$ cat config.mk
export PLATFORM = sky130hd
export DESIGN_NAME = lsu_mem_port
export DESIGN_NICKNAME = d
export VERILOG_FILES = /design/src/rtl/lsu_mem_port.sv
export SDC_FILE = /design/constraint.sdc
export NUM_CORES = 1
export LEC_CHECK = 0
export ABC_AREA = 1
export CAP_MARGIN = 10
export CORE_ASPECT_RATIO = 0.7
export CORE_MARGIN = 2
export CORE_UTILIZATION = 35
export CTS_BUF_LIST = sky130_fd_sc_hd__clkbuf_4
export DETAILED_ROUTE_END_ITERATION = 7
export PLACE_DENSITY_LB_ADDON = 0.2
export REMOVE_ABC_BUFFERS = 1
export SETUP_SLACK_MARGIN = 0.5
export SYNTH_ARGS = -nofsm -noshare
export SYNTH_HDL_FRONTEND = slang
export SYNTH_SLANG_ARGS = --single-unit
$ cat constraint.sdc
create_clock -name clk -period 4.6 [get_ports clk]
set_input_delay 1.38 -clock clk [delete_from_list [all_inputs] [get_ports clk]]
set_output_delay 1.38 -clock clk [all_outputs]
set_load 0.005 [all_outputs]
$ cat src/rtl/lsu_mem_port.sv
// lsu_mem_port: load/store unit memory port.
//
// Accepts one load or store request at a time from the pipeline, computes the
// effective address (base + imm), classifies the access (illegal funct3,
// misaligned, out-of-range), and drives a single-cycle memory strobe for
// legal accesses. Results are held on the response channel until consumed.
// A memory dump can be requested while idle and no request is pending.
//
// Ports:
//   clk, rst            - clock, asynchronous active-high reset
//   req_*               - pipeline request channel (valid/ready handshake)
//   resp_*              - response channel (valid/ready handshake),
//                         resp_err: 00 ok, 01 misaligned, 10 fault, 11 illegal
//   dump_req            - request a memory dump
//   mem_*               - memory-side strobe, address, data and control
module lsu_mem_port #(
    parameter bit ALIGN_CHECK = 1'b1,
    parameter bit BOUND_CHECK = 1'b1
) (
    input  logic        clk,
    input  logic        rst,
    input  logic        req_valid,
    output logic        req_ready,
    input  logic        req_store,
    input  logic [2:0]  req_funct3,
    input  logic [31:0] req_base,
    input  logic [31:0] req_imm,
    input  logic [31:0] req_wdata,
    output logic        resp_valid,
    input  logic        resp_ready,
    output logic [31:0] resp_data,
    output logic [1:0]  resp_err,
    input  logic        dump_req,
    output logic [31:0] mem_addr,
    output logic [31:0] mem_data_in,
    output logic [1:0]  mem_length,
    output logic        mem_sign,
    output logic        mem_enable,
    output logic        mem_wr,
    output logic        mem_createdump,
    input  logic [31:0] mem_data_out
);

    typedef enum logic [1:0] {
        IDLE   = 2'd0,
        ACCESS = 2'd1,
        RESP   = 2'd2,
        DUMP   = 2'd3
    } state_t;

    state_t      r_state;
    state_t      w_next;

    logic [31:0] r_mem_addr;
    logic [31:0] r_mem_data_in;
    logic [1:0]  r_mem_length;
    logic        r_mem_sign;
    logic        r_store;
    logic [31:0] r_resp_data;
    logic [1:0]  r_resp_err;

    logic [31:0] w_addr;
    logic        w_legal;
    logic [1:0]  w_len;
    logic        w_sign;
    logic        w_misal;
    logic        w_fault;
    logic [1:0]  w_err;
    logic        w_accept;

    // Sign- or zero-extend the right-aligned memory read data to 32 bits.
    function automatic logic [31:0] load_extend(input logic [31:0] d,
                                                input logic [1:0]  len,
                                                input logic        sgn);
        logic [31:0] r;
        case (len)
            2'b00:   r = sgn ? {{24{d[7]}}, d[7:0]}   : {24'h000000, d[7:0]};
            2'b01:   r = sgn ? {{16{d[15]}}, d[15:0]} : {16'h0000, d[15:0]};
            default: r = d;
        endcase
        return r;
    endfunction

    // Carry out of the address add is intentionally discarded.
    assign w_addr   = req_base + req_imm;
    assign w_accept = req_valid & req_ready;

    // funct3 decode: access width, signedness and legality.
    always_comb begin
        w_legal = 1'b0;
        w_len   = 2'b00;
        w_sign  = 1'b0;
        case (req_funct3)
            3'b000: begin w_legal = 1'b1;       w_len = 2'b00; w_sign = ~req_store; end
            3'b001: begin w_legal = 1'b1;       w_len = 2'b01; w_sign = ~req_store; end
            3'b010: begin w_legal = 1'b1;       w_len = 2'b10; w_sign = 1'b0;       end
            3'b100: begin w_legal = ~req_store; w_len = 2'b00; w_sign = 1'b0;       end
            3'b101: begin w_legal = ~req_store; w_len = 2'b01; w_sign = 1'b0;       end
            default: begin w_legal = 1'b0;      w_len = 2'b00; w_sign = 1'b0;       end
        endcase
    end

    // Error classification; illegal outranks misaligned, which outranks fault.
    always_comb begin
        w_misal = ALIGN_CHECK && (((w_len == 2'b01) && w_addr[0]) ||
                                  ((w_len == 2'b10) && (w_addr[1:0] != 2'b00)));
        w_fault = BOUND_CHECK && (w_addr[31:16] != 16'h0000);
        if (!w_legal) begin
            w_err = 2'b11;
        end else if (w_misal) begin
            w_err = 2'b01;
        end else if (w_fault) begin
            w_err = 2'b10;
        end else begin
            w_err = 2'b00;
        end
    end

    // Next-state logic; a pending request always wins over a dump request.
    always_comb begin
        w_next = r_state;
        case (r_state)
            IDLE: begin
                if (req_valid) begin
                    w_next = (w_err == 2'b00) ? ACCESS : RESP;
                end else if (dump_req) begin
                    w_next = DUMP;
                end else begin
                    w_next = IDLE;
                end
            end
            ACCESS:  w_next = RESP;
            RESP:    w_next = resp_ready ? IDLE : RESP;
            DUMP:    w_next = IDLE;
            default: w_next = IDLE;
        endcase
    end

    // State register.
    always_ff @(posedge clk or posedge rst) begin
        if (rst) begin
            r_state <= IDLE;
        end else begin
            r_state <= w_next;
        end
    end

    // Request capture at acceptance and load data capture at the end of ACCESS.
    always_ff @(posedge clk or posedge rst) begin
        if (rst) begin
            r_mem_addr    <= 32'h0000_0000;
            r_mem_data_in <= 32'h0000_0000;
            r_mem_length  <= 2'b00;
            r_mem_sign    <= 1'b0;
            r_store       <= 1'b0;
            r_resp_data   <= 32'h0000_0000;
            r_resp_err    <= 2'b00;
        end else if (w_accept) begin
            r_mem_addr    <= w_addr;
            r_mem_data_in <= req_store ? req_wdata : 32'h0000_0000;
            r_mem_length  <= w_len;
            r_mem_sign    <= w_sign;
            r_store       <= req_store;
            r_resp_data   <= 32'h0000_0000;
            r_resp_err    <= w_err;
        end else if (r_state == ACCESS) begin
            r_resp_data   <= r_store ? 32'h0000_0000
                                     : load_extend(mem_data_out, r_mem_length, r_mem_sign);
        end
    end

    // Strobes decode directly from the state register so reset kills them
    // immediately, preventing a store commit when reset hits mid-ACCESS.
    assign req_ready      = (r_state == IDLE) && !rst;
    assign resp_valid     = (r_state == RESP);
    assign resp_data      = r_resp_data;
    assign resp_err       = r_resp_err;
    assign mem_addr       = r_mem_addr;
    assign mem_data_in    = r_mem_data_in;
    assign mem_length     = r_mem_length;
    assign mem_sign       = r_mem_sign;
    assign mem_enable     = (r_state == ACCESS);
    assign mem_wr         = (r_state == ACCESS) && r_store;
    assign mem_createdump = (r_state == DUMP);

endmodule
* After elaboration in Yosys (flattened, before gate mapping)
Cells that the tools add are included.
** Word-level totals
- Word-level logic and storage cells :: 56
- Bits in read-only memories :: 0
- Register bits after elaboration :: 104
- Bits in latches :: 0
- Memory bits (writable) :: 0
- Input bits :: 137
- Memories :: 0
** Operators by class
- Add/subtract/negate cells :: 1
- Multiply operators :: 0
- Magnitude comparators :: 0
- Multiplexer cells :: 18
- Equal/unequal tests :: 10
- Shift-type cells :: 0
- Reductions and logical operators :: 17
- Divide/modulo/power cells :: 0
- Bitwise logic cells :: 2
** Operators with widths (count)
- $mux W32 :: 6
- $pmux W32 S2 :: 1
- $add A32 B32 Y32 :: 1
- $reduce_bool A16 Y1 :: 1
- $mux W2 :: 7
- $pmux W2 S4 :: 1
- $eq A2 B1 Y1 const B :: 3
- $eq A2 B2 Y1 const B :: 3
- $eq A3 B3 Y1 const B :: 2
- $logic_not A2 Y1 :: 3
- $reduce_or A2 Y1 :: 3
- $logic_and A1 B1 Y1 :: 4
- $pmux W2 S2 :: 1
- $reduce_bool A2 Y1 :: 2
- $eq A3 B1 Y1 const B :: 1
- $eq A3 B2 Y1 const B :: 1
- $logic_not A3 Y1 :: 1
- $reduce_or A3 Y1 :: 1
- $pmux W1 S2 :: 1
- $and A1 B1 Y1 :: 1
- $logic_not A1 Y1 :: 1
- $logic_or A1 B1 Y1 :: 1
- $mux W1 :: 1
- $not A1 Y1 :: 1

* Longest topological paths before layout
- Depth in word-level cells :: 12
- Depth in mapped cells :: 21
- Depth with buffers taken out :: 21

* Worst setup path before layout
OpenSTA, ideal clock, no wires.
- Path type :: input -> register
- From :: input req_base[0]
- To :: register r_state[1]
- Slack :: 1.350 ns
- Stages on the path :: 15
- Buffers on the path :: 0
- Data arrival time :: 3.128 ns
- Setup time :: 0.122 ns
- Cell sequence :: ha_1 -> fa_1 -> nand3_1 -> nand3_1 -> nand2_1 -> nand2_1 -> nand2_1 -> nand2_1 -> xor2_1 -> nor2_1 -> nand2_1 -> nor2_1 -> nand3_1 -> nand2_1 -> a21oi_1
** On the way
- Word-level cells in the longest chain between the ends :: 10
** Ends and longest elaborated chain
- start, declared :: line 26 : input logic [31:0] req_base,
- $add A32 B32 Y32 * :: line 85 : assign w_addr = req_base + req_imm;
- branches (longest 3 deep; another with $reduce_bool A16 Y1)
- $mux W2 * :: line 110 : end else if (w_misal) begin
- $mux W2 * :: line 108 : if (!w_legal) begin
- $logic_not A2 Y1 * :: line 125 : w_next = (w_err == 2'b00) ? ACCESS : RESP;
- $mux W2 * :: line 125
- $mux W2 * :: line 124 : if (req_valid) begin
- $pmux W2 S4 * :: line 122 : case (r_state)
- net w_next[1] :: line 52 : state_t w_next;
- end signal, assigned :: line 144 : r_state <= w_next;
- end, declared :: line 51 : state_t r_state;
Mark *: on every way through the listed nets, which the timed path passes.
A chain may end at the register's enable or synchronous reset.

* Final worst setup path
- From :: input rst
- To :: output req_ready
** On the way
- Word-level cells in the longest chain between the ends :: 2
** Ends and longest elaborated chain
- start, declared :: line 21 : input logic rst,
- $logic_not A1 Y1 :: line 174 : assign req_ready = (r_state == IDLE) && !rst;
- $logic_and A1 B1 Y1 :: line 174
- end, declared :: line 23 : output logic req_ready,
No other way between the ends.

==> flow_summary.json <==
{
  "critical_path.cell_chain": "clkdlybuf4s50_1, nor2_1, clkdlybuf4s50_1",
  "clock_latency_ns": 0.48,
  "postCtsResizedCells": 0,
  "hpwl_mm": 16.75,
  "worst_slew_pin_slew_ns": 1.160,
  "floorplan.initialDensity_pct": 35.56,
  "power-per-cell-area_nw_per_um2": 390.4,
  "drtPass1Iterations": 5,
  "crit_path_top_delay_cell": "sky130_fd_sc_hd__clkdlybuf4s50_1",
  "data_required_time_of_the_worst_path_ns": 3.22,
  "htree_levels": 3,
  "antenna-diode-count": 0,
  "report.final.hold_viol_count": 0,
  "timing.setup.tns_ns": 0,
  "period_minus_slack_ns": 4.003,
  "synth_top_area_share_pct": 38.79,
  "timing.fmax_ghz": 0.2498,
  "min-delay-path-class": "flip-flop to flip-flop",
  "synth-edff-count": 0,
  "min_period_over_period_pct": 87.02,
  "route.detailed.wl_per_inst_um": 14.34,
  "die_x_um": 169.5,
  "post-synth-top-count-cell": "sky130_fd_sc_hd__nand2_1",
  "antenna_found_initial": 0,
  "ys_top_cells_by_area": "sky130_fd_sc_hd__dfrtp_1 39%, sky130_fd_sc_hd__nand2_1 22%, sky130_fd_sc_hd__inv_1 7.9%",
  "power.ir.vdd_worst_uv": 239.7,
  "critical_path_buf_inv_count": 2,
  "first_global_vias": 6310,
  "status": "complete, no violations",
  "detail_route.drc_violations": 0,
  "syn-mean-instance-area_sq_um": 6.729,
  "grt_pass1_wl_mm": 33.26,
  "via_per_inst": 4.627,
  "gr-total-overflow": 0,
  "max_slew_headroom_pct": 22.16,
  "post_synth_num_cell_types": 31,
  "post_synth_inst_count": 997,
  "yosys_reg_bits": 104,
  "dieHeight_um": 119.8,
  "cp-start-kind": "input pin",
  "portBuffers": 242,
  "ios": 243,
  "timing.setup.critical_path_class": "input pin to output pin",
  "placement_rows": 42,
  "core-area_sq_um": 18870,
  "synth_async_sr_flop_share_pct": 100.0,
  "crit_family": "buffers and inverters",
  "postCtsSetupBuffers": 0,
  "critical_path_endpoint_category": "output pin",
  "global_route.usage.total_pct": 20.77,
  "synthDominantAreaCellType": "sky130_fd_sc_hd__dfrtp_1",
  "cpPeakStageDelay_ns": 0.55,
  "clock_sink_count": 104,
  "routability_driven_placement_congestion_ratio": 0.8955,
  "wl_mm": 21.17,
  "fin_nets": 1398,
  "holdBufCountCts": 0,
  "drv_slew": 0,
  "critical_path.most_common_cell": "sky130_fd_sc_hd__clkdlybuf4s50_1",
  "tritoncts_clock_tree": "built",
  "vias": 6829,
  "rsz0062_at_grt": "no",
  "clkTransAtPathRegs_ns": 0.16,
  "synth.top_cells.by_count": "396 x sky130_fd_sc_hd__nand2_1, 141 x sky130_fd_sc_hd__inv_1, 104 x sky130_fd_sc_hd__dfrtp_1",
  "clk_path_buf_depth": 2,
  "finalSetupViolCount": 0,
  "holdWs_ns": 0.4982,
  "root_buffer": "sky130_fd_sc_hd__clkbuf_4",
  "detail_route.iter0.violations": 455,
  "timing.max_cap.violations": 0,
  "cp_max_fo": 2,
  "area_delta_synth_final_pct": 41.79,
  "arrival_ns": 2.62,
  "setup_skew_after_layout_ns": 0.02395,
  "synth-warning-count": 0,
  "postSynth.topFlopCell": "sky130_fd_sc_hd__dfrtp_1",
  "die_area_sq_um": 20310,
  "synth_area_sq_um": 6709,
  "leakagePower_nw": 4.832,
  "grt_max_degree": 71,
  "drive_gt1_share_pct": 4.376,
  "numCtsBuffers": 9,
  "portion_of_the_post_synthesis_area_used_by_sequential_elements_pct": 38.79,
  "antenna_left": 0
}
[cell usage in the layout, fill, tap and decap left out, types with 2 or more instances in the layout]
master                            netlist  layout
sky130_fd_sc_hd__a21oi_1               26      26
sky130_fd_sc_hd__a32o_1                 7       7
sky130_fd_sc_hd__and2_1                 2       2
sky130_fd_sc_hd__buf_4                  1       6
sky130_fd_sc_hd__clkbuf_4               0      10
sky130_fd_sc_hd__clkdlybuf4s50_1        0     242
sky130_fd_sc_hd__clkinv_1               4       4
sky130_fd_sc_hd__dfrtp_1              104     104
sky130_fd_sc_hd__ha_1                  31      31
sky130_fd_sc_hd__inv_1                141     140
sky130_fd_sc_hd__inv_2                  6       6
sky130_fd_sc_hd__inv_6                  0       3
sky130_fd_sc_hd__inv_8                  0       2
sky130_fd_sc_hd__nand2_1              396     396
sky130_fd_sc_hd__nand2_2               10       9
sky130_fd_sc_hd__nand3_1               51      51
sky130_fd_sc_hd__nand3b_1               3       3
sky130_fd_sc_hd__nand4_1                8       8
sky130_fd_sc_hd__nor2_1                64      64
sky130_fd_sc_hd__nor2_2                 8       8
sky130_fd_sc_hd__nor3_1                 3       3
sky130_fd_sc_hd__nor3_2                 4       4
sky130_fd_sc_hd__o21ai_0               69      69
sky130_fd_sc_hd__o21ai_1               11      11
sky130_fd_sc_hd__xnor2_1               15      15
[flip-flops by register name, indices dropped and copies added (netlist names)]
name and count:
r_state 2, mem_data_in 32, r_store 1, mem_addr 32
resp_data 32, mem_length 2, mem_sign 1, resp_err 2
[where the power goes]
part	leakage [nW]	total (mW)	switching, mW	internal [mW]
sequential	1.36	1.48	0.214	1.27
combinational	3.40	1.76	0.770	0.992
clock	0.0758	0.473	0.341	0.132
total	4.83	3.71	1.32	2.39
[final cells by class]
type                            count  area (sq um)
Clock buffer                       10         75.07
Clock inverter                      6         57.56
Fill cell                        1883          9353
Inverter                          151         569.3
Multi-Input combinational cell    715          3438
Sequential cell                   104          2603
Tap cell                          242         302.8
Timing Repair Buffer              248          2467
[per-layer routing]
layer / vias up / share of wire (%) / GRT usage, %
li1: 3547 / - / -
met1: 3039 / 51 / 31.34
met2: 227 / 40 / 29.26
met3: 16 / 8.6 / 6.168
met4: 0 / 1.2 / 4.060
met5: - / 0 / 0
[worst register-to-register path, cell delays in order, from the launching register on]
cell                      delay, ns
sky130_fd_sc_hd__dfrtp_1       0.47
sky130_fd_sc_hd__nor2_1        0.15
sky130_fd_sc_hd__inv_1         0.09
sky130_fd_sc_hd__nor2_1        0.21
sky130_fd_sc_hd__nand2_4       0.28
sky130_fd_sc_hd__inv_2         0.41
sky130_fd_sc_hd__nor3_4        0.14
sky130_fd_sc_hd__o21ai_1       0.66
sky130_fd_sc_hd__o21ai_0       0.19
[through the flow]
stage                     std cells  instance area [sq um]  util, %  setup WS [ns]  power, mW
after global placement         1460                   9380    49.72         0.5654      3.255
after floorplan                 970                   6603        -         0.4878      2.166
after CTS                      1476                   9513    50.42         0.5858      3.757
after global routing           1476                   9513    50.42         0.5345      4.004
final                          1476                   9513    50.42         0.5972      3.714
after detailed placement       1460                   9380    49.72         0.5150      3.270
[final timing paths]
kind                                    from              to  slack (ns)  cells past startpoint
max in group asynchronous                rst  mem_data_in[3]        2.39                      3
worst max-delay path                     rst       req_ready        0.60                      3
min in group asynchronous                rst    mem_addr[22]        1.40                      2
worst max register to register    r_state[1]   resp_data[31]        1.88                      8
worst min-delay path            mem_addr[19]    mem_addr[19]        0.50                      2
worst min register to register  mem_addr[19]    mem_addr[19]        0.50                      2
[cell families (layout without fill, tap and decap cells)]
group,Yosys count,in the layout,share of synthesized area [%]
and+or+nand+nor,551,551,33.70
buffers and inverters,178,415,10.03
AOI/OAI and AO/OA,116,116,9.306
DFF,104,104,38.79
adders and majority gates,32,32,6.080
xor gates and xnor gates,16,16,2.089
Note: power is estimated with default switching activity, not from simulation.
==> variant, RTL diff (config.mk and constraints unchanged) <==
Change the parameter `ALIGN_CHECK` from 1'b1 to 1'b0.
--- a/src/rtl/lsu_mem_port.sv
+++ b/src/rtl/lsu_mem_port.sv
@@ -14,7 +14,7 @@
 //   dump_req            - request a memory dump
 //   mem_*               - memory-side strobe, address, data and control
 module lsu_mem_port #(
-    parameter bit ALIGN_CHECK = 1'b1,
+    parameter bit ALIGN_CHECK = 1'b0,
     parameter bit BOUND_CHECK = 1'b1
 ) (
     input  logic        clk,
Formal check against the unedited RTL: not equivalent (Yosys sat finds a counterexample within 4 cycles, from zero or initial values and one cycle with rst high).
==> variant against the original RTL <==
- total power fell by 4.1%
- sequential cell count unchanged
- wire length decreased by 2.8%
- via count is 0.47% lower
- cell area rose by 0.29%
- synthesized area barely moved
- sequential power decreased by 4%
- setup slack got worse by 5.5 ps
- highest routed layer unchanged
==> variant: results (changes against the original RTL) <==
status=finished, final reports clean; final non-filler cell total=1450 (-1.8%); clock buffers=9 (-1); first-pass GRT wire length=33100 microns (-0.62%); signal buffers share of area=25.8% (-0.10 points); clk cell area share=1.70% (+0.31 points); HPWL after DPL=16000 microns (-4.2%); FILL cells=1905 (+1.2%); Final Cycle Share=87.1% (+0.12 points); GP Congestion=0.986 (+10%); compound-gate portion of the synthesized area=9.40% (+0.099 points); Non-Clock Inverter Count=138 (-8.6%); Post-Synth XOR/XNOR Area=1.96% (-0.13 points); Overall Global Routing Usage=20.5% (-0.24 points); area delta synth->final=42.3%; vias in the first global route=6419 (+1.7%); clock-pin slew of the registers on the worst-case setup and hold paths=140 ps (-20 ps); Multi-input gate area=0.00349 sq mm (+1.4%); Synth cell types=34 (+9.7%); Psw=1.26 mW (-5.2%); Syn Inst Count=973 (-2.4%); routed len/inst=14.2 microns (-1.1%); Synth area leaders=dfrtp_1 (39%), nand2_1 (21%), inv_1 (6.9%), ha_1 (5.8%), o21ai_0 (5.2%); Post-Synth Adder-Cell Area=6.08% (about the same); dpl ws=599 ps (+84.0 ps); R2R Path End=resp_data[28]; Vias=6797 (-0.47%); final net count=1372 (-1.9%); sw frac=35.3% (-0.41 points); Leak=4.78 nW (-1.1%); core box area=0.0188 sq mm (-0.28%); reg2reg start=r_state[0]; relative slew slack=51.4% (+29 points); Commonest cells post-synth=nand2_1 (369), inv_1 (124), dfrtp_1 (104)
==> variant: cell count changes in the layout (fill, tap and decap cells not counted), sizes merged, moves of 2 or more <==
cell and delta:
nand2 -15, inv -13, nand3 +7, nand4 -3, a21oi -2, buf -2
nor2 +2, nor3 -2
==> variant: worst min-delay path by stage <==
stage / depth (start not counted) / start / to / slack (ps)
finish: 2 / mem_addr[23] / mem_addr[23] / 500
global route: 2 / mem_addr[7] / mem_addr[7] / 530
global placement: 2 / mem_data_in[25] / mem_data_in[25] / 470
floorplan: 2 / mem_addr[0] / mem_addr[0] / 470
CTS: 2 / mem_addr[17] / mem_addr[17] / 510
detailed placement: 2 / mem_addr[31] / mem_addr[31] / 460
==> variant: metal layers <==
metal,up-vias,GRT usage [%],wire [microns],part of all wire [%]
li1,3495,-,-,-
met1,3044,30.8,10300,50
met2,243,29.3,8190,40
met3,15,5.77,1820,8.9
met4,0,4.22,230,1.1
met5,-,0,0,0
